### src/rtl/fmap_pack_writer.sv
// fmap_pack_writer: packs pooled int8 pixels into wide words
// and streams them through a FWFT FIFO to the write DMA.
module fmap_pack_writer #(
  parameter int WIDTH      = 8,
  parameter int PACK       = 8,
  parameter int OUT_COL    = 64,
  parameter int OUT_ROW    = 64,
  parameter int FIFO_DEPTH = 16
) (
  input  logic                          clk,
  input  logic                          rst_n,
  input  logic                          valid_in,
  input  logic [WIDTH-1:0]              din,
  output logic [WIDTH*PACK-1:0]         m_data,
  output logic                          m_valid,
  input  logic                          m_ready,
  output logic                          m_last,
  output logic                          frame_done,
  output logic                          overflow,
  output logic [$clog2(FIFO_DEPTH):0]   fifo_level
);

  localparam int DW    = WIDTH * PACK;
  localparam int TOTAL = OUT_COL * OUT_ROW;
  localparam int LW    = (PACK > 1) ? $clog2(PACK) : 1;
  localparam int PW    = (TOTAL > 1) ? $clog2(TOTAL) : 1;
  localparam int AW    = $clog2(FIFO_DEPTH);

  localparam logic [LW-1:0] LANE_MAX = LW'(PACK - 1);
  localparam logic [PW-1:0] PIX_MAX  = PW'(TOTAL - 1);
  localparam logic [AW:0]   LVL_FULL = (AW+1)'(FIFO_DEPTH);

  typedef struct packed {
    logic          last;
    logic [DW-1:0] data;
  } entry_t;

  entry_t        mem_q [FIFO_DEPTH];
  entry_t        mem_d [FIFO_DEPTH];
  logic [LW-1:0] lane_q, lane_d;
  logic [PW-1:0] pix_q, pix_d;
  logic [DW-1:0] pack_q, pack_d;
  logic [AW-1:0] wr_q, wr_d;
  logic [AW-1:0] rd_q, rd_d;
  logic [AW:0]   level_q, level_d;
  logic          ovf_q, ovf_d;
  logic          fd_q, fd_d;

  logic   pop;
  logic   push_req;
  logic   push;
  entry_t word;

  // Handshake decode and the word that completes this cycle.
  always_comb begin
    pop       = (level_q != '0) && m_ready;
    push_req  = valid_in && (lane_q == LANE_MAX);
    push      = push_req && ((level_q != LVL_FULL) || pop);
    word.data = pack_q;
    word.data[(PACK-1)*WIDTH +: WIDTH] = din;
    word.last = (pix_q == PIX_MAX);
  end

  // Next state for counters, pack register and FIFO.
  // Counters keep advancing on a drop so m_last stays aligned.
  always_comb begin
    lane_d  = lane_q;
    pix_d   = pix_q;
    pack_d  = pack_q;
    wr_d    = wr_q;
    rd_d    = rd_q;
    level_d = level_q;
    ovf_d   = ovf_q;
    fd_d    = 1'b0;
    mem_d   = mem_q;
    if (valid_in) begin
      pack_d[lane_q*WIDTH +: WIDTH] = din;
      lane_d = (lane_q == LANE_MAX) ? '0 : lane_q + 1'b1;
      pix_d  = (pix_q == PIX_MAX) ? '0 : pix_q + 1'b1;
    end
    if (push) begin
      mem_d[wr_q] = word;
      wr_d        = wr_q + 1'b1;
    end else if (push_req) begin
      ovf_d = 1'b1;
    end
    if (pop) begin
      rd_d = rd_q + 1'b1;
      fd_d = mem_q[rd_q].last;
    end
    case ({push, pop})
      2'b10:   level_d = level_q + 1'b1;
      2'b01:   level_d = level_q - 1'b1;
      default: level_d = level_q;
    endcase
  end

  // Control state register with synchronous reset.
  always_ff @(posedge clk) begin
    if (!rst_n) begin
      lane_q  <= '0;
      pix_q   <= '0;
      pack_q  <= '0;
      wr_q    <= '0;
      rd_q    <= '0;
      level_q <= '0;
      ovf_q   <= 1'b0;
      fd_q    <= 1'b0;
    end else begin
      lane_q  <= lane_d;
      pix_q   <= pix_d;
      pack_q  <= pack_d;
      wr_q    <= wr_d;
      rd_q    <= rd_d;
      level_q <= level_d;
      ovf_q   <= ovf_d;
      fd_q    <= fd_d;
    end
  end

  // FIFO storage; contents are don't-care until pushed.
  always_ff @(posedge clk) begin
    mem_q <= mem_d;
  end

  assign m_valid    = (level_q != '0);
  assign m_data     = m_valid ? mem_q[rd_q].data : '0;
  assign m_last     = m_valid ? mem_q[rd_q].last : 1'b0;
  assign frame_done = fd_q;
  assign overflow   = ovf_q;
  assign fifo_level = level_q;

endmodule

### config.mk
export PLATFORM = sky130hd
export DESIGN_NAME = fmap_pack_writer
export DESIGN_NICKNAME = d
export VERILOG_FILES = /design/src/rtl/fmap_pack_writer.sv
export SDC_FILE = /design/constraint.sdc
export NUM_CORES = 1
export LEC_CHECK = 0
export BUFFER_PORTS_ARGS = -buffer_cell sky130_fd_sc_hd__buf_2
export CORE_ASPECT_RATIO = 0.6
export CORE_MARGIN = 4
export CORE_UTILIZATION = 62
export DETAILED_ROUTE_END_ITERATION = 8
export PLACE_DENSITY_LB_ADDON = 0.05
export SLEW_MARGIN = 20
export SYNTH_ARGS = -nofsm -noshare
export SYNTH_HDL_FRONTEND = slang
export SYNTH_SLANG_ARGS = --single-unit
### constraint.sdc
create_clock -name clk -period 7.7 [get_ports clk]
set_input_delay 0.77 -clock clk [delete_from_list [all_inputs] [get_ports clk]]
set_output_delay 0.77 -clock clk [all_outputs]
set_load 0.005 [all_outputs]
# Word level (Yosys, flattened, before mapping)
# Index checks and enable logic that the tools add are counted.
[totals]
reg_bits = 1134
latchBits = 0
ramBits = 0
romBits = 0
elab_cells = 81
memories = 0
[classes]
addsub = 7
n_mul = 0
div_mod_pow = 0
n_lt_le_gt_ge = 3
eq_ne = 5
shift = 2
mux = 12
n_bitwise = 3
reduce_logical = 9
[op_table]
columns = ["operator", "n"]
rows = [
  ["1040-bit bitwise mux", 1],
  ["65-bit binary-select mux with 4-bit select", 1],
  ["65-bit demux with 4-bit select", 1],
  ["65-bit 2-to-1 mux", 3],
  ["64-bit bitwise mux", 1],
  ["64-bit 2-to-1 mux", 1],
  ["8-bit by 34-bit variable shift with 64-bit output, first input constant", 1],
  ["8-bit by 34-bit variable part select with 64-bit output", 1],
  ["6-bit negator with 34-bit output", 1],
  ["12-bit by 1-bit adder with 12-bit output, second input constant", 1],
  ["12-bit == test, second input constant", 1],
  ["12-bit 2-to-1 mux", 1],
  ["5-bit >= comparator, second input constant", 2],
  ["4-bit inverter with 5-bit output", 2],
  ["5-bit one-hot mux with 2 select lines", 1],
  ["4-bit by 1-bit adder with 4-bit output, second input constant", 2],
  ["5-bit by 1-bit adder with 5-bit output, second input constant", 1],
  ["5-bit by 1-bit < comparator with 1-bit output, second input constant", 1],
  ["5-bit != test, second input constant", 1],
  ["5-bit nonzero test", 1],
  ["5-bit by 1-bit subtractor with 5-bit output, second input constant", 1],
  ["1-bit logical AND", 4],
  ["2-bit AND reduction", 2],
  ["3-bit by 1-bit adder with 3-bit output, second input constant", 1],
  ["8 further kinds", 8],
]

# Depth between registers and ports, before layout
# Gate-level depths: netlist of the first run.
[depth]
depth_word = 6
depth_mapped = 14

# Least setup slack after synthesis of the first run
# No wires, ideal clock.
[synth_path]
kind = "input to register"
startpoint = "input port valid_in"
endpoint = "register mem_q[1000] in the netlist's numbering, enable pin"
arrival_ns = 5.836
slack_ns = 1.296
cell_stages = 5
n_path_buf = 1
cell_sequence = "and2_1 -> o21a_1 -> clkbuf_1 -> nand2_1 -> nor3_1"
[synth_via]
elab_chain_len = 2
[synth_rtl]
columns = ["element", "line_no", "text"]
rows = [
  ["start: declaration", "12", "input logic valid_in,"],
  ["1-bit logical AND", "57", "push_req = valid_in && (lane_q == LANE_MAX);"],
  ["1-bit logical AND", "58", "push = push_req && ((level_q != LVL_FULL) || pop);"],
  ["end signal: assignment", "123", "mem_q <= mem_d;"],
  ["end: declaration", "38", "entry_t mem_q [FIFO_DEPTH];"],
]
# No other way between the ends.
# A chain may end at the register's enable or synchronous reset.

# Worst setup path in the final report of the first run
[layout_path]
startpoint = "register rd_q[3]"
endpoint = "output port m_data[62]"
[layout_via]
elab_chain_len = 5
[layout_rtl]
columns = ["element", "line_no", "text"]
rows = [
  ["start: declaration", "44", "logic [AW-1:0] rd_q, rd_d;"],
  ["start signal: assignment", "114", "rd_q <= rd_d;"],
  ["4-bit inverter with 5-bit output (implied by the code)", "127", "assign m_data = m_valid ? mem_q[rd_q].data : '0;"],
  ["65-bit binary-select mux with 4-bit select", "127", ""],
  ["65-bit 2-to-1 mux (2 in series)", "--", ""],
  ["64-bit 2-to-1 mux", "127", ""],
  ["end: declaration", "14", "output logic [WIDTH*PACK-1:0] m_data,"],
]
# No other way between the ends. The select of a mux whose other input is x is not followed.

==> results of run 1 <==
## power by group through the flow
stage / Combinational (W) / Clock, W / Sequential [W]
floorplan: 0.0000375 / 0 / 0.00675
detailed placement: 0.0000739 / 0 / 0.00675
finish: 0.0000755 / 0.00493 / 0.00662
global placement: 0.0000710 / 0 / 0.00675
CTS: 0.0000743 / 0.00501 / 0.00662
global route: 0.0000798 / 0.00530 / 0.00662
## flip-flops by register name (all words and copies together), names as in the netlist
| signal | cells |
|---|---|
| overflow | 1 |
| pack_q | 56 |
| frame_done | 1 |
| wr_q | 4 |
| mem_q | 1040 |
| pix_q | 12 |
| fifo_level | 5 |
| rd_q | 4 |
| lane_q | 3 |
## synth_stat cells (all sizes together), types with 11 or more instances
cell type  instances
ha                15
nand3             38
mux2              66
a221o             63
nand2             62
buf               62
mux2i             29
a21boi            42
nor2              28
edfxtp          1040
nand4             17
and2              13
dfxtp             86
nor2b             91
mux4             256
clkbuf            54
xnor2             13
inv               11
## worst max-delay path, cell delays in order (launching register included)
cell	delay (ns)
dfxtp_4	0.75
buf_4	0.80
mux4_2	0.42
nor2_1	0.06
nand4b_1	0.20
a21oi_1	0.44
buf_2	0.21
## per-layer routing
metal | GRT usage [%] | vias to the layer above | share of wire [%]
li1 | - | 8717 | -
met1 | 41.8 | 11200 | 44
met2 | 39.4 | 896 | 46
met3 | 5.03 | 126 | 8.2
met4 | 6.33 | 0 | 1.8
met5 | 0 | - | 0
## path summary, 6_finish.rpt
check             from    endpoint  slack (ns)
min reg2reg   overflow    overflow        0.46
min           overflow    overflow        0.46
max            rd_q[3]  m_data[62]        3.31
max reg2reg  lane_q[0]  mem_q[396]        3.55
## cell type report
type	count	area, sq um	area share (%)
antenna	1	2.50	0.00520
timing repair buffer	126	793	1.65
clock inverter	56	513	1.07
sequential	1126	33000	68.5
clock buffer	123	2720	5.64
multi-input combinational	802	9960	20.7
inverter	11	41.3	0.0858
tap	912	1140	2.37
## through the flow
stage | utilization, % | std cells
CTS | 70.1 | 3156
floorplan | - | 2055
global route | 70.1 | 3157
finish | 70.1 | 3157
detailed placement | 65.4 | 2977
global placement | 65.4 | 2976
## logic make-up after synthesis
kind of cell | count (synthesis) | synth area share (%)
AND/OR/NAND/NOR | 287 | 3.57
multiplexers | 351 | 15.7
flip-flops | 1126 | 76.0
buffers and inverters | 127 | 1.30
AO/OA/AOI/OAI | 132 | 2.65
adder cells (fa/ha/maj) | 15 | 0.433
XOR/XNOR | 17 | 0.343
==> results.md, run 1 <==
* Cell area after synthesis at 0.0433 sq mm
* Hold buffer count at cts at 0
* Pre-CTS setup slack at 3.61 ns
* Largest net degree at the start of global routing at 111
* Data required, critical path at 6.93 ns
* Flops & latches, synth at 1126
* Largest cells by area after synthesis: edfxtp_1, mux4_2, dfxtp_1, mux2_2, a221o_1
* Worst Reg-to-Reg Cells at 7
* Post-synth ARST share at 0%
* Clk pwr share at 42.4%
* Post CTS Setup Buffer Count at 0
* Synth warn at 0
* H-tree levels at 3
* Die ar. at 0.0743 sq mm
* Most common cell after layout, fill and taps aside: edfxtp_1
* Syn Nets at roughly 2100
* Synthesized area per cell at 21.1 sq um
* Area Growth Syn to Fin at 11.0%
* Hold depth at 1
* Sequential fraction of the synthesis area at approximately three quarters
* Hold Slack at between 0.4 and 0.5 ns
* Initial antenna violation count at 1
* Most frequent cells in the layout: edfxtp_1, mux4_2, clkbuf_16, nor2b_1, buf_2
* Post-synth top area share at 72.0%
* Port Buffer Count at 84
* TritonCTS Buffers at just under 100
* Seq pwr share at 56.9%
* Mapped Cells at 2055
* Setup violations, final at 0
* Clock slew at reported path FFs at 0.07 ns
* Core area at 0.0686 sq mm
* Post-CTS Resized at 0
* Primary FF master, synth: edfxtp_1
* TritonCTS clock tree: yes
* Max Clock Freq at 228 MHz
* Tmin final at 4.39 ns
* Outcome: finished clean
* Sw frac at approximately a fifth
* Via count at 20900
* Setup_tns at 0 ns
* Period utilization at 57.0%
* Leak at around 16 nW
* Ports at 85
* Max-cap violations at 0
* Max Slew Vio Count at 0
* CTS Buffer Depth at 3
* Global-route wire length before repair at 143000 microns
* Final instance area at 0.0481 sq mm
* # nets final at 2191
* Yosys top cell by area: edfxtp_1
* Crit path arrival time at roughly 3.6 ns
* Initial Util at a little over three fifths
* Total grt overflow at 0
* DIE WIDTH at 349 microns
* Routability cong. at 0.771
* Final Hold Fails at 0
* Maximum vdd drop at 0.000188 V
* Relative slew slack at a little over a fifth
* Final ANT Viol Nets at 0
* Drt initial violations at 2536
* WL final at around 96000 microns
* Combinational power share at 0.6%
* Vias in the first global route at 21000
* HP Class: reg2reg
* CP Class: reg2out
* Worst setup margin at 3.31 ns
* Post-synthesis cell type count at 52
* Clock tree sinks at ~1100
* Final HPWL from detailed placement at 52500 microns
* RSZ-0062 raised after global routing: false
* # fillers at 4131
* DRC violation count after routing at 0
* Total Routing Usage GR at between 20% and 30%
* Power Density at 242 mW/mm^2
* WL per Instance at 30.3 microns
* Clk root buf: clkbuf_16
* Tightest Pin Transition at 1.17 ns
* Clock skew at 0.0245 ns
* Vias per inst at 6.62
* TritonRoute pass-1 iters at 5
* NetSw at 0.00221 W
* CP endpoint kind: primary output
* Worst Path Max Fanout at 56
* Final Power at 0.0116 W
* Dpl cell area at 0.0449 sq mm
* Worst-skew pair later-pin latency at roughly 0.66 ns
* Pint at 0.00942 W
* CP Launch Type: flop
* Share of cells above drive strength 1 at 27.6%
* Row count at 74
* Post-synth EDFFs at 1040
* DIE HEIGHT at 213 microns
No activity file was read; power rests on OpenSTA's default activity.
==> inputs of run 2 (changes only) <==
--- a/config.mk
+++ b/config.mk
@@ -5,6 +5,7 @@
 export SDC_FILE = /design/constraint.sdc
 export NUM_CORES = 1
 export LEC_CHECK = 0
+export ABC_AREA = 1
 export BUFFER_PORTS_ARGS = -buffer_cell sky130_fd_sc_hd__buf_2
 export CORE_ASPECT_RATIO = 0.6
 export CORE_MARGIN = 4
==> constraint.sdc (replaced) <==
create_clock -name clk -period 4.42 [get_ports clk]
set_input_delay 0.442 -clock clk [delete_from_list [all_inputs] [get_ports clk]]
set_output_delay 0.442 -clock clk [all_outputs]
set_load 0.005 [all_outputs]
==> run 2 against run 1 <==
  * Via count grew 43%
  * Synthesized cell count grew 82%
  * Power grew 140%
  * Hold slack lost 0.26 ns
  * Core utilization shrank 1.4 points
  * Cell area grew 2.5%
  * Critical endpoint is now m_data[20]
  * Highest routed layer unchanged
==> results.md, run 2 <==
* H-tree levels at 3 (unchanged)
* Setup_tns at 0 ns (unchanged)
* CP endpoint kind: primary output (unchanged)
* Post-synth EDFFs at 1040 (unchanged)
* Post-synth top area share at 69.4% (was 72.0%)
* DRC violation count after routing at 0 (unchanged)
* Most common cell in the netlist: edfxtp_1 (unchanged)
* CTS Buffer Depth at 3 (unchanged)
* WL final at 116000 microns (was 95600 microns)
* Register bank with the most flops: mem_q (unchanged)
* DIE WIDTH at 356 microns (was 349 microns)
* Synth warn at 0 (unchanged)
* Crit path cell chain: buf_4 > buf_4 > nor2_1 > nor2_1 > o21ai_0 > nand3_1 > nand3_1 > a21oi_1 > buf_2 (was buf_4 > mux4_2 > nor2_1 > nand4b_1 > a21oi_1 > buf_2)
* Clk root buf: clkbuf_16 (unchanged)
* Yosys top cell by area: edfxtp_1 (unchanged)
* Final core occ at 68.7% (was 70.1%)
* Crit path arrival time at 3.44 ns (was 3.62 ns)
* Primary FF master, synth: edfxtp_1 (unchanged)
* DIE HEIGHT at 217 microns (was 213 microns)
* Period utilization at ~88%
* Vias per inst at 6.23 (was 6.62)
* Ports at 85 (unchanged)
* Cell area after synthesis at 0.0450 sq mm (was 0.0433 sq mm)
* Cell with the largest stage delay on the worst path: dfxtp_4 (was buf_4)
* HP Class: in2reg (was reg2reg)
* Initial Util at 62.7% (was 63.2%)
* Power Density at 562 mW/mm^2 (was 242 mW/mm^2)
* Syn Nets at 3766 (was 2082)
* Total Routing Usage GR at 30.1% (was 26.5%)
* Peak per-stage delay on the critical path at 0.72 ns (was 0.80 ns)
* Relative slew slack at 20.1% (was 21.8%)
* Die ar. at 0.0771 sq mm (was 0.0743 sq mm)
* Most frequent cells in the layout: edfxtp_1, nor2_1, o21ai_0, nand3_1, nand2_1 (was edfxtp_1, mux4_2, clkbuf_16, nor2b_1, buf_2)
* Clock slew at reported path FFs at 0.07 ns (about the same)
* Max-cap violations at 0 (unchanged)
* Post-synth ARST share at 0% (unchanged)
* # nets final at 3775 (was 2191)
* Reg-to-reg setup timing slack at 1.11 ns (was 3.55 ns)
* Final ANT Viol Nets at 0 (unchanged)
* Post CTS Setup Buffer Count at 0 (unchanged)
* Data required, critical path at 3.98 ns (was 6.93 ns)
* Largest regs: mem_q (1040), pack_q (56), pix_q (12) (unchanged)
* Area Growth Syn to Fin at 9.55% (was 11.0%)
* Area of the multi-input gates at 0.0107 sq mm (was 0.00996 sq mm)
* Final Power at 0.0277 W (was 0.0116 W)
* Synthesized area per cell at 12.0 sq um (was 21.1 sq um)
* Most common cell after layout, fill and taps aside: edfxtp_1 (unchanged)
* TritonCTS clock tree: yes (unchanged)
* Global-route wire length before repair at 176000 microns (was 143000 microns)
* Drt initial violations at 4511 (was 2536)
* # fillers at 5093 (was 4131)
* Setup violations, final at 0 (unchanged)
* Row count at 76 (was 74)
* Via count at 29900 (was 20900)
* Outcome: finished clean (unchanged)
* Crit path from: rd_q[0] (was rd_q[3])
* Final Hold Fails at 0 (unchanged)
* Port Buffer Count at 84 (unchanged)
* Register area at 0.0330 sq mm (about the same)
* Initial antenna violation count at 0 (was 1)
* Worst-skew pair later-pin latency at 0.67 ns (was 0.66 ns)
* Worst Path Max Fanout at 45 (was 56)
* Ant. Diodes at 0 (was 1)
* RSZ-0062 raised after global routing: false (unchanged)
* TritonRoute pass-1 iters at 6 (was 5)
* Reg-to-Reg Start: lane_q[0] (unchanged)
* Leak at 16.8 nW (was 15.7 nW)
* FF-to-FF End: mem_q[925] (was mem_q[396])
* Max Slew Vio Count at 0 (unchanged)
* Hold Slack at 0.208 ns (was 0.463 ns)
* Clock skew at 0.0230 ns (was 0.0245 ns)
* Share of cells above drive strength 1 at 8.05% (was 27.6%)
* Sequential fraction of the synthesis area at 73.2% (was 76.0%)
* Max FFs per register at 1040 (unchanged)
* WL per Instance at 24.2 microns (was 30.3 microns)
* Vias in the first global route at 28100 (was 21000)
* Tmin final at 3.88 ns
* CP Launch Type: flop (unchanged)
* CP endpoint: m_data[20] (was m_data[62])
* Total grt overflow at 0 (unchanged)
* Max Clock Freq at 258 MHz
* Core area at 0.0718 sq mm (was 0.0686 sq mm)
* Maximum vdd drop at 0.000494 V (was 0.000188 V)
* Clock tree sinks at 1126 (unchanged)
* Tightest Pin Transition at 1.20 ns (was 1.17 ns)
* Post-synth top cells: edfxtp_1, nor2_1, o21ai_0, nand3_1, nand2_1 (was edfxtp_1, mux4_2, nor2b_1, dfxtp_1, mux2_2)
* Mapped Cells at 3739 (was 2055)
* Largest cells by area after synthesis: edfxtp_1, nor2_1, dfxtp_1, o21ai_0, nand3_1 (was edfxtp_1, mux4_2, dfxtp_1, mux2_2, a221o_1)
* TritonCTS Buffers at 98 (was 97)
* Post-CTS Resized at 0 (unchanged)
* CP Class: reg2out (unchanged)
* Largest net degree at the start of global routing at 179 (was 111)
* Worst Reg-to-Reg Cells at 9 (was 7)
* Final HPWL from detailed placement at 63100 microns (was 52500 microns)
* Worst setup margin at 0.537 ns (was 3.31 ns)
* Pre-CTS setup slack at 1.12 ns (was 3.61 ns)
* Routability cong. at 0.923 (was 0.771)
* Hold buffer count at cts at 0 (unchanged)
* Post-synthesis cell type count at 34 (was 52)
* Flops & latches, synth at 1126 (unchanged)
-- run 2: cell count changes in the layout (fill, tap and decap cells not counted), moves of 66 or more --
| cell | previous run | this run |
|---|---|---|
| nor2b_1 | 91 | 0 |
| o211ai_1 | 3 | 112 |
| mux4_2 | 256 | 0 |
| o21ai_0 | 3 | 344 |
| nand2_1 | 62 | 242 |
| o21ai_1 | 2 | 199 |
| mux2_2 | 66 | 0 |
| nor2_1 | 14 | 936 |
| nand3_1 | 38 | 297 |
| a21oi_1 | 4 | 115 |
-- run 2: stage by stage --
step	std cells	area, sq um
floorplan	3739	45100
global placement	4623	46300
detailed placement	4623	46300
CTS	4800	49300
global route	4800	49300
finish	4800	49300
-- run 2: cell families (layout without fill, tap and decap cells) --
family / count (synthesis) / after routing / synth area share [%]
flip-flops: 1126 / 1126 / 73.2
adder cells (fa/ha/maj): 15 / 15 / 0.417
AO/OA/AOI/OAI: 771 / 771 / 9.20
XOR/XNOR: 7 / 7 / 0.136
buffers and inverters: 308 / 394 / 3.42
AND/OR/NAND/NOR: 1512 / 1512 / 13.6
-- run 2: cell type report --
type / instances / area share [%]
multi-input combinational: 2305 / 21.6
clock buffer: 128 / 5.37
tap: 975 / 2.47
sequential: 1126 / 66.8
timing repair buffer: 146 / 2.33
inverter: 71 / 0.576
clock inverter: 49 / 0.817
-- run 2: how the worst min path moves through the flow --
stage | start | cells after the start | end
after floorplan | pix_q[10] | 2 | pix_q[10]
after global placement | pix_q[1] | 2 | pix_q[1]
after detailed placement | pix_q[1] | 2 | pix_q[1]
after CTS | din[1] | 1 | mem_q[447]
after global routing | din[1] | 1 | mem_q[512]
final | din[1] | 1 | mem_q[447]
-- run 2: worst max-delay path, delay by kind of cell, from the launching register on --
kind                   cells  cell delay (ns)
AOI/OAI and AO/OA          2             0.35
buffers and inverters      3             1.26
DFF                        1             0.72
and+or+nand+nor            4             0.39
-- run 2: per-layer routing --
layer | up-vias | part of all wire, % | global-route usage, %
met4 | 0 | 2.4 | 7.64
li1 | 13300 | - | -
met1 | 14600 | 43 | 47.2
met5 | - | 0 | 0
met3 | 205 | 10 | 4.36
met2 | 1711 | 45 | 44.9
-- run 2: where the power goes --
group / leakage [nW] / switching, W / total, W / internal [W]
combinational: 5.11 / 0.00514 / 0.00751 / 0.00237
sequential: 10.2 / 0.000268 / 0.0119 / 0.0116
clock: 1.50 / 0.00372 / 0.00834 / 0.00462
total: 16.8 / 0.00913 / 0.0277 / 0.0186
